<file path="config.mk">
export PLATFORM = sky130hd
export DESIGN_NAME = bf_scan_sequencer
export DESIGN_NICKNAME = d
export VERILOG_FILES = /design/src/rtl/bf_scan_sequencer_pkg.sv /design/src/rtl/bf_scan_sequencer_addr_gen.sv /design/src/rtl/bf_scan_sequencer.sv
export SDC_FILE = /design/constraint.sdc
export NUM_CORES = 1
export LEC_CHECK = 0
export BUFFER_PORTS_ARGS = -buffer_cell sky130_fd_sc_hd__buf_2
export CAP_MARGIN = 10
export CORE_UTILIZATION = 54
export CTS_BUF_LIST = sky130_fd_sc_hd__clkbuf_2
export DETAILED_ROUTE_END_ITERATION = 10
export PLACE_DENSITY = 0.79
export SYNTH_ARGS = -nofsm -noshare
export SYNTH_HDL_FRONTEND = slang
export SYNTH_SLANG_ARGS = --single-unit
</file>
<file path="constraint.sdc">
create_clock -name clk -period 2.85 [get_ports clk]
set_clock_uncertainty 0.15 [all_clocks]
set_input_delay 0.855 -clock clk [delete_from_list [all_inputs] [get_ports clk]]
set_output_delay 0.855 -clock clk [all_outputs]
set_load 0.1 [all_outputs]
</file>
<file path="src/rtl/bf_scan_sequencer_pkg.sv">
// Shared definitions for the beamformer scan sequencer.
//   state_e : FSM state encoding (IDLE/ISSUE/WAIT/EMIT/DONE).
//   idx_w   : index width helper. It never returns 0, so a dimension of size 1
//             still gets a 1-bit index port.
// Optional feature macro used by the top: BF_SEQ_TIMEOUT_EN.
package bf_scan_sequencer_pkg;

   typedef enum logic [2:0] {
      ST_IDLE  = 3'd0,
      ST_ISSUE = 3'd1,
      ST_WAIT  = 3'd2,
      ST_EMIT  = 3'd3,
      ST_DONE  = 3'd4
   } state_e;

   function automatic int idx_w(input int n);
      return (n > 1) ? $clog2(n) : 1;
   endfunction

endpackage

</file>
<file path="src/rtl/bf_scan_sequencer_addr_gen.sv">
// Focal-point address generator for the scan sequencer.
// Walks line-major / depth-minor. Coordinate adds wrap modulo 2^COORD_W.
// Ports:
//   clk, reset_n   clock, asynchronous active-low reset
//   load           restart at line=depth=0, (X_START, Z_START)
//   advance        step to the next focal point; the depth wrap bumps the line
//   line, depth    current indices
//   x_f, z_f       current focal coordinates
//   last           current point is the final one of the frame
module bf_scan_sequencer_addr_gen
   import bf_scan_sequencer_pkg::*;
#(
   parameter int                 COORD_W  = 16,
   parameter int                 N_LINES  = 128,
   parameter int                 N_DEPTHS = 256,
   parameter logic [COORD_W-1:0] X_START  = '0,
   parameter logic [COORD_W-1:0] X_STEP   = COORD_W'(1),
   parameter logic [COORD_W-1:0] Z_START  = '0,
   parameter logic [COORD_W-1:0] Z_STEP   = COORD_W'(1),
   parameter int                 LINE_W   = idx_w(N_LINES),
   parameter int                 DEPTH_W  = idx_w(N_DEPTHS)
) (
   input  logic               clk,
   input  logic               reset_n,
   input  logic               load,
   input  logic               advance,
   output logic [LINE_W-1:0]  line,
   output logic [DEPTH_W-1:0] depth,
   output logic [COORD_W-1:0] x_f,
   output logic [COORD_W-1:0] z_f,
   output logic               last
);

   localparam logic [LINE_W-1:0]  LINE_MAX  = LINE_W'(N_LINES - 1);
   localparam logic [DEPTH_W-1:0] DEPTH_MAX = DEPTH_W'(N_DEPTHS - 1);

   logic [LINE_W-1:0]  line_q, line_d;
   logic [DEPTH_W-1:0] depth_q, depth_d;
   logic [COORD_W-1:0] x_q, x_d;
   logic [COORD_W-1:0] z_q, z_d;

   always_comb begin
      line_d  = line_q;
      depth_d = depth_q;
      x_d     = x_q;
      z_d     = z_q;
      if (load) begin
         line_d  = '0;
         depth_d = '0;
         x_d     = X_START;
         z_d     = Z_START;
      end else if (advance) begin
         if (depth_q == DEPTH_MAX) begin
            // End of a line: rewind depth, move to the next line.
            depth_d = '0;
            z_d     = Z_START;
            line_d  = line_q + LINE_W'(1);
            x_d     = x_q + X_STEP;
         end else begin
            depth_d = depth_q + DEPTH_W'(1);
            z_d     = z_q + Z_STEP;
         end
      end
   end

   always_ff @(posedge clk or negedge reset_n) begin
      if (!reset_n) begin
         line_q  <= '0;
         depth_q <= '0;
         x_q     <= X_START;
         z_q     <= Z_START;
      end else begin
         line_q  <= line_d;
         depth_q <= depth_d;
         x_q     <= x_d;
         z_q     <= z_d;
      end
   end

   assign line  = line_q;
   assign depth = depth_q;
   assign x_f   = x_q;
   assign z_f   = z_q;
   assign last  = (line_q == LINE_MAX) && (depth_q == DEPTH_MAX);

endmodule

</file>
<file path="src/rtl/bf_scan_sequencer.sv">
// Frame-level scheduler for the delay-and-sum beamformer core.
// On frame_start it visits every focal point and drives bf_x_f/bf_z_f. For each
// point it pulses bf_start and waits for bf_valid. Each result goes out on a
// pixel stream tagged with its line and depth.
//
// Ports:
//   clk, reset_n           clock, asynchronous active-low reset
//   frame_start            request one frame; ignored unless idle
//   frame_busy, frame_done busy during the scan; 1-cycle done pulse
//   bf_start, bf_x_f/z_f   core start pulse and focal point (held until bf_valid)
//   bf_valid, bf_out       core result
//   pix_*                  pixel stream (data, line, depth, last)
//   error_timeout          sticky watchdog flag
//   dbg_state              current FSM state
//
// Pixel handshake: pix_valid rises only from registered state. Once raised,
// pix_valid, pix_data, pix_line, pix_depth and pix_last stay constant until a
// cycle where pix_ready is also high, and the transfer happens on that edge.
// pix_valid never depends combinationally on pix_ready.
//
// Macro BF_SEQ_TIMEOUT_EN: when defined, WAIT gives up after TIMEOUT cycles.
// It then sets error_timeout and emits a zero pixel. When not defined, WAIT
// blocks until bf_valid and error_timeout is tied low.
module bf_scan_sequencer
   import bf_scan_sequencer_pkg::*;
#(
   parameter int                 COORD_W  = 16,
   parameter int                 OUT_W    = 18,
   parameter int                 N_LINES  = 128,
   parameter int                 N_DEPTHS = 256,
   parameter logic [COORD_W-1:0] X_START  = '0,
   parameter logic [COORD_W-1:0] X_STEP   = COORD_W'(1),
   parameter logic [COORD_W-1:0] Z_START  = '0,
   parameter logic [COORD_W-1:0] Z_STEP   = COORD_W'(1),
   parameter int                 TIMEOUT  = 1023,
   localparam int                LINE_W   = idx_w(N_LINES),
   localparam int                DEPTH_W  = idx_w(N_DEPTHS)
) (
   input  logic               clk,
   input  logic               reset_n,
   input  logic               frame_start,
   output logic               frame_busy,
   output logic               frame_done,
   output logic               bf_start,
   output logic [COORD_W-1:0] bf_x_f,
   output logic [COORD_W-1:0] bf_z_f,
   input  logic               bf_valid,
   input  logic [OUT_W-1:0]   bf_out,
   output logic               pix_valid,
   input  logic               pix_ready,
   output logic [OUT_W-1:0]   pix_data,
   output logic [LINE_W-1:0]  pix_line,
   output logic [DEPTH_W-1:0] pix_depth,
   output logic               pix_last,
   output logic               error_timeout,
   output logic [2:0]         dbg_state
);

   state_e             state_q, state_d;
   logic [OUT_W-1:0]   pix_data_q, pix_data_d;
   logic               load, advance, last;

`ifdef BF_SEQ_TIMEOUT_EN
   localparam int               CNT_W    = idx_w(TIMEOUT + 1);
   localparam logic [CNT_W-1:0] CNT_LAST = CNT_W'(TIMEOUT - 1);
   logic [CNT_W-1:0] wait_cnt_q, wait_cnt_d;
   logic             error_timeout_q, error_timeout_d;
`endif

   bf_scan_sequencer_addr_gen #(
      .COORD_W  (COORD_W),
      .N_LINES  (N_LINES),
      .N_DEPTHS (N_DEPTHS),
      .X_START  (X_START),
      .X_STEP   (X_STEP),
      .Z_START  (Z_START),
      .Z_STEP   (Z_STEP),
      .LINE_W   (LINE_W),
      .DEPTH_W  (DEPTH_W)
   ) u_addr_gen (
      .clk     (clk),
      .reset_n (reset_n),
      .load    (load),
      .advance (advance),
      .line    (pix_line),
      .depth   (pix_depth),
      .x_f     (bf_x_f),
      .z_f     (bf_z_f),
      .last    (last)
   );

   always_comb begin
      state_d    = state_q;
      pix_data_d = pix_data_q;
      load       = 1'b0;
      advance    = 1'b0;
`ifdef BF_SEQ_TIMEOUT_EN
      wait_cnt_d      = wait_cnt_q;
      error_timeout_d = error_timeout_q;
`endif
      case (state_q)
         ST_IDLE: begin
            if (frame_start) begin
               load    = 1'b1;
               state_d = ST_ISSUE;
`ifdef BF_SEQ_TIMEOUT_EN
               error_timeout_d = 1'b0;
`endif
            end
         end
         ST_ISSUE: begin
            state_d = ST_WAIT;
`ifdef BF_SEQ_TIMEOUT_EN
            wait_cnt_d = '0;
`endif
         end
         ST_WAIT: begin
            if (bf_valid) begin
               pix_data_d = bf_out;
               state_d    = ST_EMIT;
            end
`ifdef BF_SEQ_TIMEOUT_EN
            // The frame still emits a (zero) pixel, so every frame carries
            // exactly N_LINES*N_DEPTHS pixels.
            else if (wait_cnt_q == CNT_LAST) begin
               pix_data_d      = '0;
               error_timeout_d = 1'b1;
               state_d         = ST_EMIT;
            end else begin
               wait_cnt_d = wait_cnt_q + CNT_W'(1);
            end
`endif
         end
         ST_EMIT: begin
            if (pix_ready) begin
               if (last) begin
                  state_d = ST_DONE;
               end else begin
                  advance = 1'b1;
                  state_d = ST_ISSUE;
               end
            end
         end
         ST_DONE: state_d = ST_IDLE;
         default: state_d = ST_IDLE;
      endcase
   end

   always_ff @(posedge clk or negedge reset_n) begin
      if (!reset_n) begin
         state_q    <= ST_IDLE;
         pix_data_q <= '0;
      end else begin
         state_q    <= state_d;
         pix_data_q <= pix_data_d;
      end
   end

`ifdef BF_SEQ_TIMEOUT_EN
   always_ff @(posedge clk or negedge reset_n) begin
      if (!reset_n) begin
         wait_cnt_q      <= '0;
         error_timeout_q <= 1'b0;
      end else begin
         wait_cnt_q      <= wait_cnt_d;
         error_timeout_q <= error_timeout_d;
      end
   end
   assign error_timeout = error_timeout_q;
`else
   assign error_timeout = 1'b0;
`endif

   assign frame_busy = (state_q == ST_ISSUE) || (state_q == ST_WAIT) || (state_q == ST_EMIT);
   assign frame_done = (state_q == ST_DONE);
   assign bf_start   = (state_q == ST_ISSUE);
   assign pix_valid  = (state_q == ST_EMIT);
   assign pix_data   = pix_data_q;
   // Only meaningful while pix_valid. The index counters do not move in EMIT
   // until the handshake, so pix_last stays stable.
   assign pix_last   = last;
   assign dbg_state  = state_q;

endmodule

</file>
Word level (Yosys, flattened, before mapping)
Index checks and enable logic that the tools add are counted.
Storage, ports and cells
  register bits after elaboration: 68
  bits in latches: 0
  memory bits (writable): 0
  bits in read-only memories: 0
  input port bits: 23
  word-level logic and storage cells: 50
  memories: 0
Cells by class
  add/subtract/negate cells: 4
  multiply operators: 0
  div/mod/pow operators: 0
  $lt $le $gt $ge: 0
  equal/unequal tests: 9
  shift operators: 0
  muxes and demuxes: 22
  bitwise operators: 0
  reduce and logical (&&, ||, !) cells: 9
Operators by type and width (count)
  16-bit two-way mux: 6
  16-bit by 1-bit adder with 16-bit output, second input constant: 2
  8-bit two-way mux: 3
  7-bit two-way mux: 3
  3-bit two-way mux: 4
  3-bit case mux with 4 select lines: 1
  8-bit by 1-bit adder with 8-bit output, second input constant: 1
  8-bit equality test, second input constant: 1
  7-bit by 1-bit adder with 7-bit output, second input constant: 1
  7-bit equality test, second input constant: 1
  3-bit by 2-bit equality test with 1-bit output, second input constant: 2
  1-bit two-way mux: 5
  2-bit inequality test, second input constant: 2
  2-bit AND reduction: 2
  2-bit nonzero test: 2
  3-bit by 1-bit equality test with 1-bit output, second input constant: 1
  3-bit equality test, second input constant: 1
  3-bit logical NOT: 1
  3-bit AND reduction: 1
  1-bit logical OR: 2
  2-bit by 1-bit inequality test with 1-bit output, second input constant: 1
  1-bit logical AND: 1

Longest topological paths before layout
Gate-level depths: netlist of the first run.
  word-level depth: 7
  gate-level depth with buffers: 8
  gate-level depth less buffers: 6

Modules after synthesis
Synthesis of the first run repeated with hierarchy kept, for this count alone.
Unflattened totals
  cells, all modules: 308
  area, all modules: 3343.2 µm²
By module, submodules not included
  bf_scan_sequencer_addr_gen: instances 1, cells each 246, area an instance 2412.3 µm², seq. area each 1176.1 µm²
  bf_scan_sequencer: instances 1, cells each 62, area an instance 930.9 µm², seq. area each 525.5 µm²

Worst setup path after synthesis of the first run
OpenSTA, ideal clock, no wires.
  path type: flip-flop to output port
  start point: register state_q[0], in the netlist dbg_state[0]
  end point: output bf_start
  data arrival time: 3.444 ns
  data required time: 1.845 ns
  slack: -1.599 ns
  cell stages (with the launch flop): 3
  path buffers: 1
  cells stage by stage: dfrtp_1 > buf_4 > nor3b_1
Between the ends
  cells in the longest elaborated chain, start to end: 1
Ends and longest elaborated chain
  from (decl): line bf_scan_sequencer.sv:59  | state_e state_q, state_d;
  from (signal assigned): line bf_scan_sequencer.sv:154  | state_q <= state_d;
  3-bit by 1-bit equality test with 1-bit output: line bf_scan_sequencer.sv:176  | assign bf_start = (state_q == ST_ISSUE);
  to (decl): line bf_scan_sequencer.sv:44  | output logic bf_start,
No other way between the ends.

Final worst setup path of the first run
  start point: register u_addr_gen.line_q[1], in the netlist u_addr_gen.line[1]
  end point: output pix_last
Between the ends
  cells in the longest elaborated chain, start to end: 2
Ends and longest elaborated chain
  from (decl): line bf_scan_sequencer_addr_gen.sv:37  | logic [LINE_W-1:0] line_q, line_d;
  from (signal assigned): line bf_scan_sequencer_addr_gen.sv:73  | line_q <= line_d;
  7-bit equality test: line bf_scan_sequencer_addr_gen.sv:84  | assign last = (line_q == LINE_MAX) && (depth_q == DEPTH_MAX);
  1-bit logical AND: line bf_scan_sequencer_addr_gen.sv:84
  to (decl): line bf_scan_sequencer.sv:54  | output logic pix_last,
No other way between the ends.

==> results of run 1 <==
## path summary, 6_finish.rpt
kind,startpoint,to,slack [ns],cells past startpoint
setup reg to reg,u_addr_gen.line[1]$_DFFE_PN0P_,u_addr_gen.depth[5]$_DFFE_PN0P_,0.39,6
max in group asynchronous,reset_n,u_addr_gen.z_f[14]$_DFFE_PN0P_,1.58,3
setup / recovery,u_addr_gen.line[1]$_DFFE_PN0P_,pix_last,-0.20,5
hold reg to reg,u_addr_gen.x_f[12]$_DFFE_PN0P_,u_addr_gen.x_f[12]$_DFFE_PN0P_,0.36,1
hold / removal,reset_n,pix_data[2]$_DFFE_PN0P_,0.15,1
min in group clk,u_addr_gen.x_f[12]$_DFFE_PN0P_,u_addr_gen.x_f[12]$_DFFE_PN0P_,0.36,1
## per-stage QoR
stage          instance area (µm²)  hold WS (ns)  setup TNS [ns]  instances  total power [mW]
4_1_cts                       4350         0.150          -0.215        509              4.62
6_report                      4360         0.152          -0.201        510              4.61
3_5_place_dp                  4190         0.331               0        490              3.98
5_1_grt                       4360         0.168          -0.321        510              4.78
3_3_place_gp                  4190         0.322               0        490              3.94
2_1_floorplan                 3620         0.409          -0.227        325              3.54
## cell usage in the layout, fill, tap and decap left out, types with 5 or more instances in the layout
master,instances
sky130_fd_sc_hd__nand3_1,22
sky130_fd_sc_hd__and4_1,5
sky130_fd_sc_hd__o21ai_0,6
sky130_fd_sc_hd__dfrtp_4,8
sky130_fd_sc_hd__o31ai_1,12
sky130_fd_sc_hd__nand2_1,33
sky130_fd_sc_hd__mux2_2,18
sky130_fd_sc_hd__nand4_1,10
sky130_fd_sc_hd__or4_1,12
sky130_fd_sc_hd__nor4_1,7
sky130_fd_sc_hd__buf_4,17
sky130_fd_sc_hd__and2_1,5
sky130_fd_sc_hd__a21oi_2,8
sky130_fd_sc_hd__buf_2,92
sky130_fd_sc_hd__a21oi_1,10
sky130_fd_sc_hd__nor2_1,6
sky130_fd_sc_hd__clkbuf_2,10
sky130_fd_sc_hd__dfrtp_1,51
sky130_fd_sc_hd__mux2i_1,22
sky130_fd_sc_hd__and3_1,9
sky130_fd_sc_hd__dfrtp_2,9
sky130_fd_sc_hd__nor3_1,5
## state kept, by name (all words and copies together), names as in the netlist
name and cells:
u_addr_gen.z_f 16, u_addr_gen.x_f 16, u_addr_gen.line 7, dbg_state 3, pix_data 18, u_addr_gen.depth 8
## timing repair
action | 4_1_cts | 5_1_grt
gates resized for setup | 3 | 1
setup endpoints to repair | 4 | 2
setup buffers | 3 | 1
## power by group through the flow
stage / combinational (mW) / sequential [mW] / clock, mW
after floorplan: 0.672 / 2.86 / 0
after global placement: 2.56 / 1.38 / 0
after detailed placement: 2.58 / 1.40 / 0
after CTS: 2.60 / 1.38 / 0.645
after global routing: 2.69 / 1.41 / 0.684
final: 2.60 / 1.38 / 0.633
## critical path: cells and delay by family (launching register included)
kind / cells / cell delay (ns)
and+or+nand+nor: 2 / 0.68
DFF: 1 / 0.47
buffers and inverters: 2 / 0.24
adders and majority gates: 1 / 0.14
## metal layers
metal | global-route usage [%] | vias up
met5 | 0 | -
met4 | 10.8 | 0
met3 | 5.37 | 13
met2 | 40.9 | 152
met1 | 37.0 | 1509
li1 | - | 1442
## Yosys cell counts, drive strengths merged
master / count
nor2b: 2
nand3: 23
and4b: 1
inv: 1
mux2: 18
o32ai: 1
or4: 13
and3: 9
nor4b: 3
ha: 4
nand2: 33
nand4b: 1
a211oi: 3
nand2b: 1
nand3b: 1
or2: 1
mux2i: 22
buf: 15
nor3b: 2
a2bb2oi: 2
and4: 5
nor4: 7
o21ai: 8
o31ai: 12
nor3: 5
a41oi: 2
a21oi: 18
conb: 1
and2: 6
a22o: 2
o2111ai: 1
clkbuf: 4
dfrtp: 68
o211a: 1
nor2: 7
clkinv: 1
nor4bb: 1
a21boi: 2
and3b: 1
a31oi: 3
nand4: 11
o211ai: 1
a211o: 1
a221o: 1
## kinds of logic after synthesis
logic type / Yosys count
buf+inv: 21
simple gates: 133
fa+ha+maj: 4
mux: 40
flops: 68
compound gates: 58
other cells: 1
## final cells by class
| type | instances | area [µm²] |
|---|---|---|
| sequential | 68 | 1740 |
| inverter | 2 | 12.5 |
| fill | 486 | 1950 |
| timing repair buffer | 111 | 616 |
| tap | 77 | 96.3 |
| clock inverter | 6 | 78.8 |
| clock buffer | 10 | 50.0 |
| multi-input combinational | 236 | 1770 |
==> flow_metrics.env, run 1 <==
export IMPL_maxCapViolCount=0
export IMPL_die_area_um2=6860
export IMPL_gr_usage_all_layers_pct=26.6
export IMPL_layout_area_overhead_pct=23.7
export IMPL_setup_violations=1
export IMPL_ys_types=55
export IMPL_timing_max_transition_violations_final=0
export IMPL_outcome="finished, violations left"
export IMPL_cp_data_required_time_ns=1.85
export IMPL_switching_share_pct=57.5
export IMPL_route_final_wire_length_um=8640
export IMPL_ios=97
export IMPL_drc_errors=0
export IMPL_cpMaxStageDelayCell="sky130_fd_sc_hd__or4_4"
export IMPL_setup_slack_ns=-0.201
export IMPL_insertedDiodeCount=0
export IMPL_dp_slack_ns=0.247
export IMPL_hpwl_um=6070
export IMPL_grt_setup_unrepaired="yes"
export IMPL_place_port_buffers=95
export IMPL_placement_rows=29
export IMPL_synth_compound_area_share_pct=11.8
export IMPL_synth_xor_xnor_area_share_pct=0
export IMPL_synthMuxAreaShare_pct=12.0
export IMPL_via_count_of_the_first_global_routing_pass=2982
export IMPL_netlist_area_um2=3530
export IMPL_core_region_area_um2=6310
export IMPL_wire_length_the_detailed_router_placed_on_met1_um=3890
export IMPL_ys_seq_elements=68
export IMPL_clk_insertion_delay_late_ns=0.51
export IMPL_finish_utilization_pct=69.1
export IMPL_switchingPower_mw=2.65
export IMPL_layout_drive_gt1_share_pct=42.5
export IMPL_clk_root_buffer_cell="sky130_fd_sc_hd__clkbuf_2"
export IMPL_die_height_um=82.8
export IMPL_hold_class="input pin to asynchronous set/reset pin"
export IMPL_worstSetupEndpointType="output port"
export IMPL_finalNetCount=455
export IMPL_fmaxAchievable_mhz=328
export IMPL_met3_length_um=613
export IMPL_cp_data_arrival_time_ns=2.05
export IMPL_grt_antenna_before_repair=0
export IMPL_routed_via_count=3116
export IMPL_cts_hold_fix_buffers=0
export IMPL_top_layer="met4"
export IMPL_finalWeightedCongestion=0.842
export IMPL_start_util_pct=55.9
export IMPL_worst_slew_pin_slew_ns=1.04
export IMPL_synth_simple_area_share_pct=22.7
export IMPL_violations="negative setup slack"
export IMPL_yosysTopAreaCell="sky130_fd_sc_hd__dfrtp_1"
export IMPL_synth_top_cell_area_share_pct=48.2
export IMPL_post_synth_cell_area_avg_um2=10.9
export IMPL_avgViaCountPerCell=6.11
export IMPL_path_class="flip-flop to output port"
export IMPL_synth_seq_area_share_pct=48.2
export IMPL_cts_sinks=68
export IMPL_cellPowerDensity_nw_per_um2=1060
export IMPL_timing_critical_path_fanout_max=5
export IMPL_number_of_instances_in_the_synthesized_netlist=325
export IMPL_critical_path_cell_chain="ha_4 > nand2_1 > or4_4 > clkinv_4 > buf_12"
export IMPL_ant_nets=0
export IMPL_met2_wirelength_um=4010
export IMPL_period_share_pct=107
export IMPL_critical_path_max_stage_delay_ns=0.58
export IMPL_global_route_wire_length_before_repair_um=14600
export IMPL_cts_inserted_buffers=9
export IMPL_clock_tree_from_tritoncts="done"
export IMPL_timing_max_slew_rel_slack_pct=30.1
export IMPL_synth_fa_ha_area_share_pct=1.42
export IMPL_power_share_clock_pct=13.7
export IMPL_cts_path_max_buffers=2
export IMPL_grt_max_degree=25
export IMPL_combPwrFrac_pct=56.3
export IMPL_synth_net_count=352
export IMPL_drt_wirelength_per_cell_um=16.9
export IMPL_netlist_top_cells_area="sky130_fd_sc_hd__dfrtp_1 48%, sky130_fd_sc_hd__mux2i_1 6.2%, sky130_fd_sc_hd__mux2_2 5.7%"
export IMPL_ys_warn_count=0
export IMPL_largest_family_of_logic_cells_by_synthesized_area="simple AND/OR/NAND/NOR gates"
export IMPL_dieWidth_um=82.8
export IMPL_clk_transition_reported_paths_ns=0.19
export IMPL_globalRouteOverflowTotal=0
export IMPL_power_report_internal_total_mw=1.96
export IMPL_start_kind="flip-flop"
export IMPL_ir_drop_mv=1.20
export IMPL_p_leak_nw=2.02
export IMPL_final_hold_viol_count=0
export IMPL_detailedRoute_firstPassIterationCount=4
export IMPL_power_sequential_fraction_pct=29.9
export IMPL_detail_route_iter0_violations=215
export IMPL_maximum_level_of_the_cts_h_tree=3
export IMPL_min_period_ns=3.05
Note: power is estimated with default switching activity, not from simulation.
==> run 2: changes to the inputs <==
CORE_UTILIZATION = 49   (was 54)
PLACE_DENSITY = 0.75   (was 0.79)
RECOVER_POWER = 100   (was unset)
clock period = 2.45 ns   (was 2.85 ns; I/O delays follow)
==> run 2 against run 1 <==
Net effect: power rose by 21%; sequential share of layout area decreased by 1.9 points; combinational power up 23%; non-clock buffer count increased by 15; wire length increased by 3.8%; hold slack improved by 0.11 ns; the run still ends with negative setup slack left; utilization is 2.1 points lower; critical path type unchanged; first-iteration DRC count is 21% lower.
==> flow_metrics.env, run 2 (synthesis results as in run 1) <==
export IMPL_outcome="finished, violations left"
export IMPL_violations="negative setup slack"
export IMPL_cp_data_arrival_time_ns=2.00
export IMPL_cts_inserted_buffers=9
export IMPL_ir_drop_mv=0.757
export IMPL_final_setup_tns_ns=-0.457
export IMPL_maximum_level_of_the_cts_h_tree=3
export IMPL_setup_slack_ns=-0.436
export IMPL_post_route_cell_area_um2=4600
export IMPL_clk_root_buffer_cell="sky130_fd_sc_hd__clkbuf_2"
export IMPL_numPlacedInstances=511
export IMPL_cellPowerDensity_nw_per_um2=1210
export IMPL_insertedDiodeCount=0
export IMPL_finalNetCount=471
export IMPL_maxCapViolCount=0
export IMPL_dp_slack_ns=0.0425
export IMPL_worst_slew_pin_slew_ns=1.02
export IMPL_finish_utilization_pct=67.0
export IMPL_layout_commonest_cell="sky130_fd_sc_hd__buf_2"
export IMPL_clock_tree_from_tritoncts="done"
export IMPL_power_mw=5.58
export IMPL_grt_setup_unrepaired="yes"
export IMPL_gr_usage_all_layers_pct=24.0
export IMPL_layoutNonFillerInstCount=545
export IMPL_final_cell_mix="87 x sky130_fd_sc_hd__buf_2, 49 x sky130_fd_sc_hd__dfrtp_1, 32 x sky130_fd_sc_hd__nand2_1"
export IMPL_dieWidth_um=86.9
export IMPL_globalRouteOverflowTotal=0
export IMPL_period_share_pct=118
export IMPL_hpwl_um=5940
export IMPL_dpl_instance_area_um2=4280
export IMPL_cp_data_required_time_ns=1.56
export IMPL_critical_path_max_stage_delay_ns=0.54
export IMPL_detailedRoute_firstPassIterationCount=4
export IMPL_route_final_wire_length_um=8970
export IMPL_detail_route_iter0_violations=169
export IMPL_hold_class="input pin to flip-flop"
export IMPL_finalWeightedCongestion=0.817
export IMPL_timing_max_slew_rel_slack_pct=31.7
export IMPL_ios=97
export IMPL_drt_wirelength_per_cell_um=16.4
export IMPL_timing_critical_path_fanout_max=5
export IMPL_fmaxAchievable_mhz=346
export IMPL_via_count_of_the_first_global_routing_pass=2789
export IMPL_cpMaxStageDelayCell="sky130_fd_sc_hd__or4_4"
export IMPL_path_class="flip-flop to output port"
export IMPL_grt_antenna_before_repair=0
export IMPL_layout_area_overhead_pct=30.4
export IMPL_avgViaCountPerCell=5.71
export IMPL_drc_errors=0
export IMPL_critical_path_cell_chain="ha_4 > nand2_4 > or4_4 > clkinv_4 > buf_12"
export IMPL_layout_drive_gt1_share_pct=45.2
export IMPL_cts_sinks=68
export IMPL_p_leak_nw=2.11
export IMPL_cts_path_max_buffers=2
export IMPL_grt_max_degree=33
export IMPL_timing_max_transition_violations_final=0
export IMPL_place_port_buffers=95
export IMPL_placement_rows=30
export IMPL_worstSetupEndpointType="output port"
export IMPL_final_hold_viol_count=0
export IMPL_core_region_area_um2=6870
export IMPL_largest_reg_flops=18
export IMPL_ant_nets=0
export IMPL_clk_transition_reported_paths_ns=0.22
export IMPL_clk_insertion_delay_late_ns=0.54
export IMPL_min_period_ns=2.89
export IMPL_start_util_pct=51.4
export IMPL_hold_worst_slack_ns=0.258
export IMPL_start_kind="flip-flop"
export IMPL_die_area_um2=7540
export IMPL_die_height_um=86.9
export IMPL_setup_violations=3
export IMPL_global_route_wire_length_before_repair_um=13800
export IMPL_routed_via_count=3112
run 2: final timing paths:
kind                                                 from                              to  slack [ns]  cells after the start
max reg2reg                      dbg_state[1]$_DFFE_PN0P_   u_addr_gen.x_f[6]$_DFFE_PN0P_       -0.02                      6
max in group asynchronous                         reset_n  u_addr_gen.line[0]$_DFFE_PN0P_        0.30                      3
min                                            bf_out[14]        pix_data[14]$_DFFE_PN0P_        0.26                      2
min in group asynchronous                         reset_n  u_addr_gen.line[5]$_DFFE_PN0P_        0.71                      2
max                        u_addr_gen.line[1]$_DFFE_PN0P_                        pix_last       -0.44                      5
min reg2reg                u_addr_gen.x_f[15]$_DFFE_PN0P_  u_addr_gen.x_f[15]$_DFFE_PN0P_        0.35                      1
run 2: power breakdown:
group	leakage, nW	switching [mW]	total [mW]	internal (mW)
combinational	1.17	2.52	3.21	0.686
sequential	0.862	0.206	1.59	1.38
clock	0.0829	0.444	0.788	0.344
total	2.11	3.17	5.58	2.41
run 2: worst max-delay path, delay by kind of cell (launching register included):
family                     cells  cell delay (ns)
adders and majority gates      1             0.16
and+or+nand+nor                2             0.59
DFF                            1             0.49
buffers and inverters          2             0.24
run 2: routing by layer:
metal	global-route usage [%]	wire, µm	up-vias
met5	0	0	-
met4	10.5	105	0
met3	4.08	515	13
met2	37.1	4240	110
met1	33.4	4100	1513
li1	-	-	1476
run 2: layout make-up:
| class | count | area, µm² |
|---|---|---|
| fillers | 545 | 2270 |
| flip-flops and latches | 68 | 1750 |
| clock buffers | 9 | 45.0 |
| multi-input cells | 237 | 1790 |
| well taps | 96 | 120 |
| clock inverters | 7 | 98.8 |
| repair buffers | 126 | 782 |
| inverters | 2 | 12.5 |
run 2: what timing repair did:
action / in CTS / in global routing
endpoints found under the setup margin: 8 / 16
hold buffers: 1 / 0
gates resized for setup: 6 / 9
pin swaps: 2 / 2
gates cloned: 0 / 1
setup buffers: 11 / 5
endpoints found under the hold margin: 16 / 0
==> run 3: changes to the inputs <==
CORE_UTILIZATION = 48   (was 49)
SYNTH_HIERARCHICAL = 1   (was unset)
==> run 3 against run 2 <==
Net effect: non-clock buffer count increased by 6; register-to-register slack improved by 0.05 ns; largest cell class is now registers; hold slack better by 0.028 ns; maximum frequency rose by 5.7%; die area shrank 3.2%; clock power down 5.7%; worst setup slack improved by 0.15 ns; the run still ends with negative setup slack left; wire length is 8.9% lower; first-iteration DRC count rose by 9.5%; sequential cell count unchanged; synthesized cell count fell by 5.2%.
==> flow_metrics.env, run 3 <==
export IMPL_timing_hold_worst_endpoint="pix_data[0]$_DFFE_PN0P_"
export IMPL_dieWidth_um=85.5
export IMPL_timing_critical_path_fanout_max=4
export IMPL_critical_path_max_stage_delay_ns=0.46
export IMPL_fmaxAchievable_mhz=366
export IMPL_cts_sinks=68
export IMPL_finalNetCount=466
export IMPL_p_leak_nw=2.14
export IMPL_post_synth_edffs=0
export IMPL_synth_top_cell_area_share_pct=50.9
export IMPL_numPlacedInstances=489
export IMPL_min_period_ns=2.73
export IMPL_power_report_internal_total_mw=2.50
export IMPL_clk_insertion_delay_late_ns=0.51
export IMPL_hold_worst_slack_ns=0.286
export IMPL_finalWeightedCongestion=0.785
export IMPL_global_route_wire_length_before_repair_um=13100
export IMPL_ys_types=46
export IMPL_detailedRoute_firstPassIterationCount=4
export IMPL_min_delay_start="bf_out[0]"
export IMPL_yosys_cell_count_top_type="sky130_fd_sc_hd__dfrtp_1"
export IMPL_hpwl_um=5580
export IMPL_post_synth_cell_area_avg_um2=10.9
export IMPL_reg2regPathDepth=11
export IMPL_clock_tree_from_tritoncts="done"
export IMPL_clk_root_buffer_cell="sky130_fd_sc_hd__clkbuf_2"
export IMPL_ios=97
export IMPL_worst_slew_pin_slew_ns=1.05
export IMPL_insertedDiodeCount=0
export IMPL_maximum_level_of_the_cts_h_tree=3
export IMPL_ys_warn_count=6
export IMPL_detail_route_iter0_violations=185
export IMPL_layout_area_seq_um2=1730
export IMPL_gr_usage_all_layers_pct=22.7
export IMPL_largest_reg_flops=18
export IMPL_start_kind="flip-flop"
export IMPL_combPwrFrac_pct=58.9
export IMPL_globalRouteOverflowTotal=0
export IMPL_worstSetupEndpointType="output port"
export IMPL_period_share_pct=111
export IMPL_layoutNonFillerInstCount=524
export IMPL_netlist_area_um2=3340
export IMPL_asyncSetResetFlopFracSynth_pct=100
export IMPL_cp_data_required_time_ns=1.56
export IMPL_cts_path_max_buffers=2
export IMPL_grt_antenna_before_repair=0
export IMPL_path_delay_family="flip-flops"
export IMPL_route_final_wire_length_um=8170
export IMPL_hold_class="input pin to flip-flop"
export IMPL_register_to_register_setup_slack_ns=0.03
export IMPL_layout_commonest_cell="sky130_fd_sc_hd__buf_2"
export IMPL_placement_rows=30
export IMPL_ir_drop_mv=1.11
export IMPL_power_sequential_fraction_pct=28.1
export IMPL_startpoint_of_the_worst_slack_reg_to_reg_timing_path="u_addr_gen/depth[0]$_DFFE_PN0P_"
export IMPL_netlist_top_cells_count="68 x sky130_fd_sc_hd__dfrtp_1, 33 x sky130_fd_sc_hd__nor2_1, 17 x sky130_fd_sc_hd__a21oi_1, 16 x sky130_fd_sc_hd__nand2_1, 15 x sky130_fd_sc_hd__xnor2_1"
export IMPL_place_port_buffers=95
export IMPL_power_mw=5.71
export IMPL_layout_drive_gt1_share_pct=48.9
export IMPL_clk_transition_reported_paths_ns=0.21
export IMPL_critical_path_cell_chain="ha_4 > and4_4 > nand2_4 > nor3_4 > buf_6 > buf_12"
export IMPL_grt_max_degree=38
export IMPL_netlist_top_cells_area="sky130_fd_sc_hd__dfrtp_1 51%, sky130_fd_sc_hd__mux2_4 4.5%, sky130_fd_sc_hd__xnor2_1 3.9%"
export IMPL_start_util_pct=49.5
export IMPL_ys_seq_elements=68
export IMPL_critical_path_buf_inv_count=2
export IMPL_hold_depth=2
export IMPL_switching_share_pct=56.3
export IMPL_cpMaxStageDelayCell="sky130_fd_sc_hd__dfrtp_4"
export IMPL_drc_errors=0
export IMPL_grt_setup_unrepaired="yes"
export IMPL_maxCapViolCount=0
export IMPL_drt_wirelength_per_cell_um=15.6
export IMPL_die_area_um2=7300
export IMPL_cts_inserted_buffers=9
export IMPL_timing_max_slew_rel_slack_pct=29.7
export IMPL_outcome="finished, violations left"
export IMPL_setup_violations=2
export IMPL_timing_rr_end="u_addr_gen/z_f[12]$_DFFE_PN0P_"
export IMPL_switchingPower_mw=3.21
export IMPL_footprint_of_the_multi_input_gates_um2=1730
export IMPL_avgViaCountPerCell=5.63
export IMPL_routed_via_count=2950
export IMPL_final_cell_mix="88 x sky130_fd_sc_hd__buf_2, 51 x sky130_fd_sc_hd__dfrtp_1, 30 x sky130_fd_sc_hd__buf_4"
export IMPL_synth_net_count=335
export IMPL_number_of_instances_in_the_synthesized_netlist=308
export IMPL_yosysTopAreaCell="sky130_fd_sc_hd__dfrtp_1"
export IMPL_path_class="flip-flop to output port"
export IMPL_final_hold_viol_count=0
export IMPL_fill_cells=531
export IMPL_cp_data_arrival_time_ns=1.85
export IMPL_power_share_clock_pct=13.0
export IMPL_via_count_of_the_first_global_routing_pass=2777
export IMPL_synth_main_ff_cell="sky130_fd_sc_hd__dfrtp_1"
export IMPL_setup_slack_ns=-0.281
export IMPL_synth_seq_area_share_pct=50.9
export IMPL_die_height_um=85.5
export IMPL_layout_area_overhead_pct=36.5
export IMPL_timing_max_transition_violations_final=0
export IMPL_violations="negative setup slack"
export IMPL_cellPowerDensity_nw_per_um2=1250
export IMPL_core_region_area_um2=6760
export IMPL_ant_nets=0
[run 3: cell count changes in the layout (fill, tap and decap cells not counted), sizes merged, moves of 8 or more]
cell / delta
mux2i: -20
nand2: -17
nand3: -13
nor2: +26
or3: +8
or4: -8
xnor2: +15
xor2: +10
[run 3: kinds of logic (layout without fill, tap and decap cells)]
family | after synthesis | in the layout | share of synthesized area [%]
compound gates | 40 | 41 | 7.75
xor+xnor | 25 | 25 | 6.55
fa+ha+maj | 4 | 4 | 1.50
buf+inv | 21 | 156 | 3.78
flops | 68 | 68 | 50.9
mux | 23 | 23 | 8.79
other cells | 1 | 1 | 0.112
simple gates | 126 | 126 | 20.6
[run 3: through the flow]
step                utilization, %  setup TNS, ns  area [µm²]  setup slack (ns)
floorplan                        -         -28.14        3490            -0.723
CTS                           65.9         -0.316        4450            -0.316
finish                        67.5         -0.387        4560            -0.281
detailed placement            62.0              0        4190            0.0586
global placement              62.0              0        4190            0.0735
global route                  67.5          -4.95        4560            -0.365
[run 3: what timing repair did]
item,4_1_cts,5_1_grt
hold buffers,1,0
endpoints found under the hold margin,15,0
setup endpoints to repair,5,18
gates resized for setup,8,17
cloned,0,1
setup buffers,11,7
pin swaps,1,8
[run 3: power groups by stage]
stage                     Combinational, mW  Clock (mW)  Sequential (mW)
after floorplan                       0.861           0             3.43
after global placement                 3.17           0             1.63
after detailed placement               3.19           0             1.66
after CTS                              3.31       0.763             1.60
after global routing                   3.49       0.806             1.64
final                                  3.37       0.743             1.60
[run 3: worst register-to-register path: stages, from the launching register on]
cell	delay [ns]
sky130_fd_sc_hd__dfrtp_4	0.53
sky130_fd_sc_hd__ha_4	0.18
sky130_fd_sc_hd__and4_4	0.15
sky130_fd_sc_hd__nand2_4	0.07
sky130_fd_sc_hd__nor3_4	0.04
sky130_fd_sc_hd__buf_4	0.14
sky130_fd_sc_hd__nor2_4	0.22
sky130_fd_sc_hd__buf_6	0.14
sky130_fd_sc_hd__o21ai_2	0.05
sky130_fd_sc_hd__or2_4	0.25
sky130_fd_sc_hd__or3_1	0.36
sky130_fd_sc_hd__a21oi_2	0.11
[run 3: layer usage]
layer  part of all wire (%)  GRT usage [%]  vias to the layer above
li1                       -              -                     1381
met1                     45           29.4                     1461
met2                     49           38.4                       98
met3                    5.0           3.79                       10
met4                    1.2           8.48                        0
met5                      0              0                        -
[run 3: worst max path at each step]
stage	start	endpoint	slack (ns)	cells after the start
floorplan	u_addr_gen/depth[1]$_DFFE_PN0P_	u_addr_gen/z_f[11]$_DFFE_PN0P_	-0.72	11
global placement	pix_ready	u_addr_gen/z_f[12]$_DFFE_PN0P_	0.07	7
detailed placement	frame_start	u_addr_gen/x_f[10]$_DFFE_PN0P_	0.06	6
CTS	u_addr_gen/line[0]$_DFFE_PN0P_	pix_last	-0.32	6
global route	u_addr_gen/depth[0]$_DFFE_PN0P_	pix_last	-0.37	6
finish	u_addr_gen/depth[0]$_DFFE_PN0P_	pix_last	-0.28	6
[run 3: area by class of cell]
| class | count | area share, % |
|---|---|---|
| clock buffers | 9 | 0.987 |
| clock inverters | 7 | 2.00 |
| inverters | 8 | 0.658 |
| multi-input cells | 220 | 37.8 |
| flip-flops and latches | 68 | 38.0 |
| well taps | 80 | 2.19 |
| repair buffers | 132 | 18.3 |
